File: src/rtl/tsc_defs_pkg.sv
// Shared TSC definitions: opcode/funct constants, controller state encoding
// and the decoded-instruction bundle passed from the decoder to the controller.
package tsc_defs;

  localparam logic [3:0] OPCODE_ADI   = 4'd4;
  localparam logic [3:0] OPCODE_LHI   = 4'd6;
  localparam logic [3:0] OPCODE_JMP   = 4'd9;
  localparam logic [3:0] OPCODE_RTYPE = 4'd15;

  localparam logic [5:0] FUNC_ADD = 6'd0;
  localparam logic [5:0] FUNC_WWD = 6'd28;
  localparam logic [5:0] FUNC_HLT = 6'd29;

  typedef enum logic [2:0] {
    ST_IF   = 3'd0,
    ST_ID   = 3'd1,
    ST_EX   = 3'd2,
    ST_WB   = 3'd3,
    ST_HALT = 3'd4
  } state_t;

  // Which register field, if any, receives the write-back result
  typedef enum logic [1:0] {
    WB_NONE = 2'd0,
    WB_RD   = 2'd1,
    WB_RT   = 2'd2
  } wb_class_t;

  typedef struct packed {
    logic [3:0]  aluop;
    logic [5:0]  funct;
    logic [1:0]  rs_addr;
    logic [1:0]  rt_addr;
    logic [1:0]  wr_addr;
    logic [15:0] imm_ext;
    logic        alu_src_imm;
    wb_class_t   wb_class;
    logic        is_wwd;
    logic        is_halt;
    logic        is_jump;
  } decode_t;

  function automatic logic [15:0] sign_ext8(input logic [7:0] value);
    return {{8{value[7]}}, value};
  endfunction

endpackage

File: src/rtl/multicycle_control_decoder.sv
// Combinational instruction decoder: splits the instruction register into
// ALU-facing fields and classifies write-back, output-port, halt and jump.
module inst_decoder
  import tsc_defs::*;
(
  input  logic [15:0] instr,
  output decode_t     dec
);

  always_comb begin
    dec         = '0;
    dec.aluop   = instr[15:12];
    dec.funct   = instr[5:0];
    dec.rs_addr = instr[11:10];
    dec.rt_addr = instr[9:8];

    unique case (instr[15:12])
      OPCODE_RTYPE: begin
        unique case (instr[5:0])
          FUNC_ADD: dec.wb_class = WB_RD;
          FUNC_WWD: dec.is_wwd   = 1'b1;
          FUNC_HLT: dec.is_halt  = 1'b1;
          default:  dec.wb_class = WB_NONE;
        endcase
      end
      OPCODE_ADI: begin
        dec.wb_class    = WB_RT;
        dec.imm_ext     = sign_ext8(instr[7:0]);
        dec.alu_src_imm = 1'b1;
      end
      OPCODE_LHI: begin
        dec.wb_class    = WB_RT;
        dec.imm_ext     = {8'h00, instr[7:0]};
        dec.alu_src_imm = 1'b1;
      end
      OPCODE_JMP: dec.is_jump = 1'b1;
      default:    dec.wb_class = WB_NONE;
    endcase

    // Immediate-format writes land in rt; everything else names rd
    dec.wr_addr = (dec.wb_class == WB_RT) ? instr[9:8] : instr[7:6];
  end

endmodule

File: src/rtl/multicycle_control.sv
// Multi-cycle IF/ID/EX/WB controller for the TSC datapath: fetch handshake,
// instruction register, PC/instruction counter and write-back strobes.
module multicycle_control
  import tsc_defs::*;
#(
  parameter logic [15:0] RESET_PC = 16'h0000
) (
  input  logic        clk,
  input  logic        reset,
  input  logic [15:0] i_data,
  input  logic        input_ready,
  output logic        read_m,
  output logic [15:0] address,
  output logic [15:0] pc,
  output logic [3:0]  aluop,
  output logic [5:0]  funct,
  output logic [1:0]  rs_addr,
  output logic [1:0]  rt_addr,
  output logic [1:0]  wr_addr,
  output logic        alu_src_imm,
  output logic [15:0] imm_ext,
  output logic        reg_write,
  output logic        wwd_valid,
  output logic [15:0] num_inst,
  output logic        is_halted
);

  state_t      state;
  state_t      next_state;
  logic [15:0] instr_reg;
  decode_t     dec;

  inst_decoder u_decoder (
    .instr (instr_reg),
    .dec   (dec)
  );

  always_ff @(posedge clk or posedge reset) begin
    if (reset) state <= ST_IF;
    else       state <= next_state;
  end

  always_comb begin
    next_state = state;
    unique case (state)
      ST_IF:   if (input_ready) next_state = ST_ID;
      ST_ID:   next_state = ST_EX;
      ST_EX:   next_state = ST_WB;
      ST_WB:   next_state = dec.is_halt ? ST_HALT : ST_IF;
      ST_HALT: next_state = ST_HALT;
      default: next_state = ST_IF;
    endcase
  end

  always_ff @(posedge clk or posedge reset) begin
    if (reset) begin
      instr_reg <= '0;
    end else if (state == ST_IF && input_ready) begin
      instr_reg <= i_data;
    end
  end

  // JMP keeps the current 4 KiB page; everything else steps and wraps naturally
  always_ff @(posedge clk or posedge reset) begin
    if (reset) begin
      pc       <= RESET_PC;
      num_inst <= '0;
    end else if (state == ST_WB) begin
      pc       <= dec.is_jump ? {pc[15:12], instr_reg[11:0]} : pc + 16'd1;
      num_inst <= num_inst + 16'd1;
    end
  end

  // Strobes are launched on the EX->WB edge so they are high exactly in WB
  always_ff @(posedge clk or posedge reset) begin
    if (reset) begin
      reg_write <= 1'b0;
      wwd_valid <= 1'b0;
    end else begin
      reg_write <= (state == ST_EX) && (dec.wb_class != WB_NONE);
      wwd_valid <= (state == ST_EX) && dec.is_wwd;
    end
  end

  assign read_m      = (state == ST_IF) && !reset;
  assign address     = pc;
  assign is_halted   = (state == ST_HALT);
  assign aluop       = dec.aluop;
  assign funct       = dec.funct;
  assign rs_addr     = dec.rs_addr;
  assign rt_addr     = dec.rt_addr;
  assign wr_addr     = dec.wr_addr;
  assign alu_src_imm = dec.alu_src_imm;
  assign imm_ext     = dec.imm_ext;

endmodule

File: config.mk
export PLATFORM = sky130hd
export DESIGN_NAME = multicycle_control
export DESIGN_NICKNAME = d
export VERILOG_FILES = /design/src/rtl/tsc_defs_pkg.sv /design/src/rtl/multicycle_control_decoder.sv /design/src/rtl/multicycle_control.sv
export SDC_FILE = /design/constraint.sdc
export NUM_CORES = 1
export LEC_CHECK = 0
export ABC_CLOCK_PERIOD_IN_PS = 2500
export CAP_MARGIN = 25
export CORE_ASPECT_RATIO = 2
export CORE_MARGIN = 2
export CORE_UTILIZATION = 35
export DETAILED_ROUTE_END_ITERATION = 16
export PLACE_DENSITY = 0.65
export SLEW_MARGIN = 15
export SYNTH_ARGS = -nofsm -noshare
export SYNTH_HDL_FRONTEND = slang
export SYNTH_SLANG_ARGS = --single-unit
File: constraint.sdc
create_clock -name clk -period 2.5 [get_ports clk]
set_clock_uncertainty 0.15 [all_clocks]
set_input_delay 0.75 -clock clk [delete_from_list [all_inputs] [get_ports clk]]
set_output_delay 0.75 -clock clk [all_outputs]
set_load 0.02 [all_outputs]
==> run metrics, run 1 <==
post-synthesis area per instance 10.42 µm²; Multi-input gate area 1231 µm²; slack of the worst reg-to-reg path 0.51 ns; layout cells sized above 1 20.17%; Root Driver clkbuf_16; DRC 0; min-delay src num_inst[15]; vias post-DR 2284; Post-Syn Area 2907 µm²; Worst Hold Path Cells 1; Placer Congestion 0.7814; Unique masters post-synth 40; Core Region 8174 µm²; Post-Place Worst Slack -0.4019 ns; vias in the first global route 2275; Num CTS Buffers 5; cells after synthesis 279; EDFF count, synth 0; H-tree lvl count 2; fmax 399.1 MHz; port bufs 103; Routed Antenna Nets 0; Clock Tree Buf Depth 2; Die Ht 132.9 µm; Slew @ Worst Pin 0.5858 ns; FF+latch count, synth 53; endpoints failing hold 0; Ant. Diodes 0; Clk Latency, worst-skew pair 0.29 ns; cell with the most instances after synthesis dfrtp_1; Slew HR 60.83%; total negative slack -0.02548 ns; WS Path Type reg -> out; CTS clk-pin slew, worst paths 0.06 ns; CP startpoint instr_reg[15]; Initial DRC Count 64; Pwr Density 1200 nW/µm²; Setup violations, final 7; Post-synth top flop dfrtp_1; hold buffer count at cts 0; worst setup margin -0.005761 ns; die area 9093 µm²; failing checks setup timing; largest net degree at the start of global routing 38; hold endpoint num_inst[15]; R2R Path Start instr_reg[14]; # clock sinks 53; CTS tree done; Startpoint Class flip-flop; leakage power 0.001691 µW; overall routing resource usage 16.17%; Hold WS 0.3267 ns; sequential share of the synthesized area 45.63%; top-area cell type share of the netlist area 45.63%; Initial Util 35.56%; I/O pin total 104; post-synthesis net count 300; post-synth top area cell dfrtp_1; Reg2Reg Depth 6; worst-path maximum fanout 8; filler cell count 786; Area Overhead vs Synth 35.77%; top post-synthesis cells by area dfrtp_1, buf_4, mux2_2; drt wl/cell 15.15 µm; max-cap viol count 0; Hold/Removal Path Class reg -> reg; die width 68.44 µm; antenna violations before repair 0; num rows 47; Final Max Tran Viols 0; vias per cell 5.020; final WL 6894 µm; CP Data Arrival Time 1.61 ns; synth warn 0; period utilization 100.2%; Post-synth top cells dfrtp_1, buf_4, nand2_1; first-pass GRT wire length 11060 µm; Initial DRT Pass Iterations 4; Async SR Flop Fraction 100.0%; CP endpoint kind primary output; total gr overflow 0; Nets 377; R2R Path End address[2]; worst vdd ir 0.0005749 V; Critical Path RT 1.60 ns; post-layout min period 2.506 ns; Seq. cell area 1326 µm²; unrepaired setup endpoints after global routing true; DPL Wire Length 5289 µm; status finished with violations
==> worst max-delay path, cell delays in order (launching register included) <==
cell	delay, ns
dfrtp_1	0.39
nor3b_2	0.24
buf_4	0.16
and2_4	0.13
nor2b_4	0.20
buf_2	0.20
==> where the power goes <==
part | leakage, µW | internal, µW | switching, µW
clock | 0.0000652 | 373 | 291
sequential | 0.000669 | 1150 | 417
combinational | 0.000956 | 1240 | 1270
total | 0.00169 | 2760 | 1980
==> stage by stage <==
step / cell area, µm² / cells / power [µW] / utilization, %
CTS: 3950 / 454 / 4781 / 48.32
floorplan: 2914 / 279 / 3194 / -
global route: 3946 / 455 / 5033 / 48.28
finish: 3946 / 455 / 4737 / 48.28
global placement: 3856 / 445 / 4081 / 47.18
detailed placement: 3856 / 445 / 4136 / 47.18
==> logic make-up (layout without fill, tap and decap cells) <==
logic type               after synthesis  count (layout)  synth area share, %
flip-flops                            53              53                45.63
buffers and inverters                 55             133                12.66
adder cells (fa/ha/maj)                2               2               0.8608
XOR/XNOR                              20              20                6.027
AO/OA/AOI/OAI                         37              37                7.878
multiplexers                          18              18                6.974
AND/OR/NAND/NOR                       94              94                19.97
==> placed cells by master (no fill, tap or decap), drive strengths merged, types with 3 or more instances in the layout <==
master          n
clkdlybuf4s50  82
nor2b           3
nor2           11
a2bb2oi         5
nand4           7
o21ai           6
nand2          21
mux2           18
nor3            9
o22ai           7
clkbuf         14
xnor2          11
xor2            9
a21oi          13
and3            5
nor4            3
dfrtp          53
nand3          15
and2            9
buf            28
inv             5
==> final cells by class <==
type                       instances  share of cell area, %
clock buffer                       8                  3.456
inverter                           5                 0.4756
multi-input combinational        171                  31.20
sequential                        53                  33.61
tap                               98                  3.107
timing repair buffer             120                  28.15
==> repair_timing <==
item                       CTS  global route
setup buffers                1             1
setup endpoints to repair   21            18
cloned                       0             0
gates resized for setup     61            16
==> how the worst max path moves through the flow <==
stage | cells past startpoint | slack [ns] | end
final | 5 | -0.006 | imm_ext[11]
after global routing | 5 | -0.07 | imm_ext[14]
after CTS | 4 | 0.002 | wr_addr[0]
after detailed placement | 3 | -0.40 | read_m
after global placement | 3 | -0.38 | read_m
after floorplan | 4 | 0.11 | imm_ext[10]
==> metal layers <==
metal	global-route usage, %	share of wire, %	up-vias
li1	-	-	1089
met1	17.45	37	1107
met2	28.95	56	73
met3	2.381	3.9	15
met4	7.889	3.2	0
met5	0	0	-
Power figures use the tool's default switching activity.
==> run 2, diff against run 1 <==
--- a/config.mk
+++ b/config.mk
@@ -12,7 +12,7 @@
 export CORE_UTILIZATION = 35
 export DETAILED_ROUTE_END_ITERATION = 16
 export PLACE_DENSITY = 0.65
-export SLEW_MARGIN = 15
+export SLEW_MARGIN = 25
 export SYNTH_ARGS = -nofsm -noshare
 export SYNTH_HDL_FRONTEND = slang
 export SYNTH_SLANG_ARGS = --single-unit
==> results of run 2 <==
Final layout, timing and power as in run 1 (identical DEF).
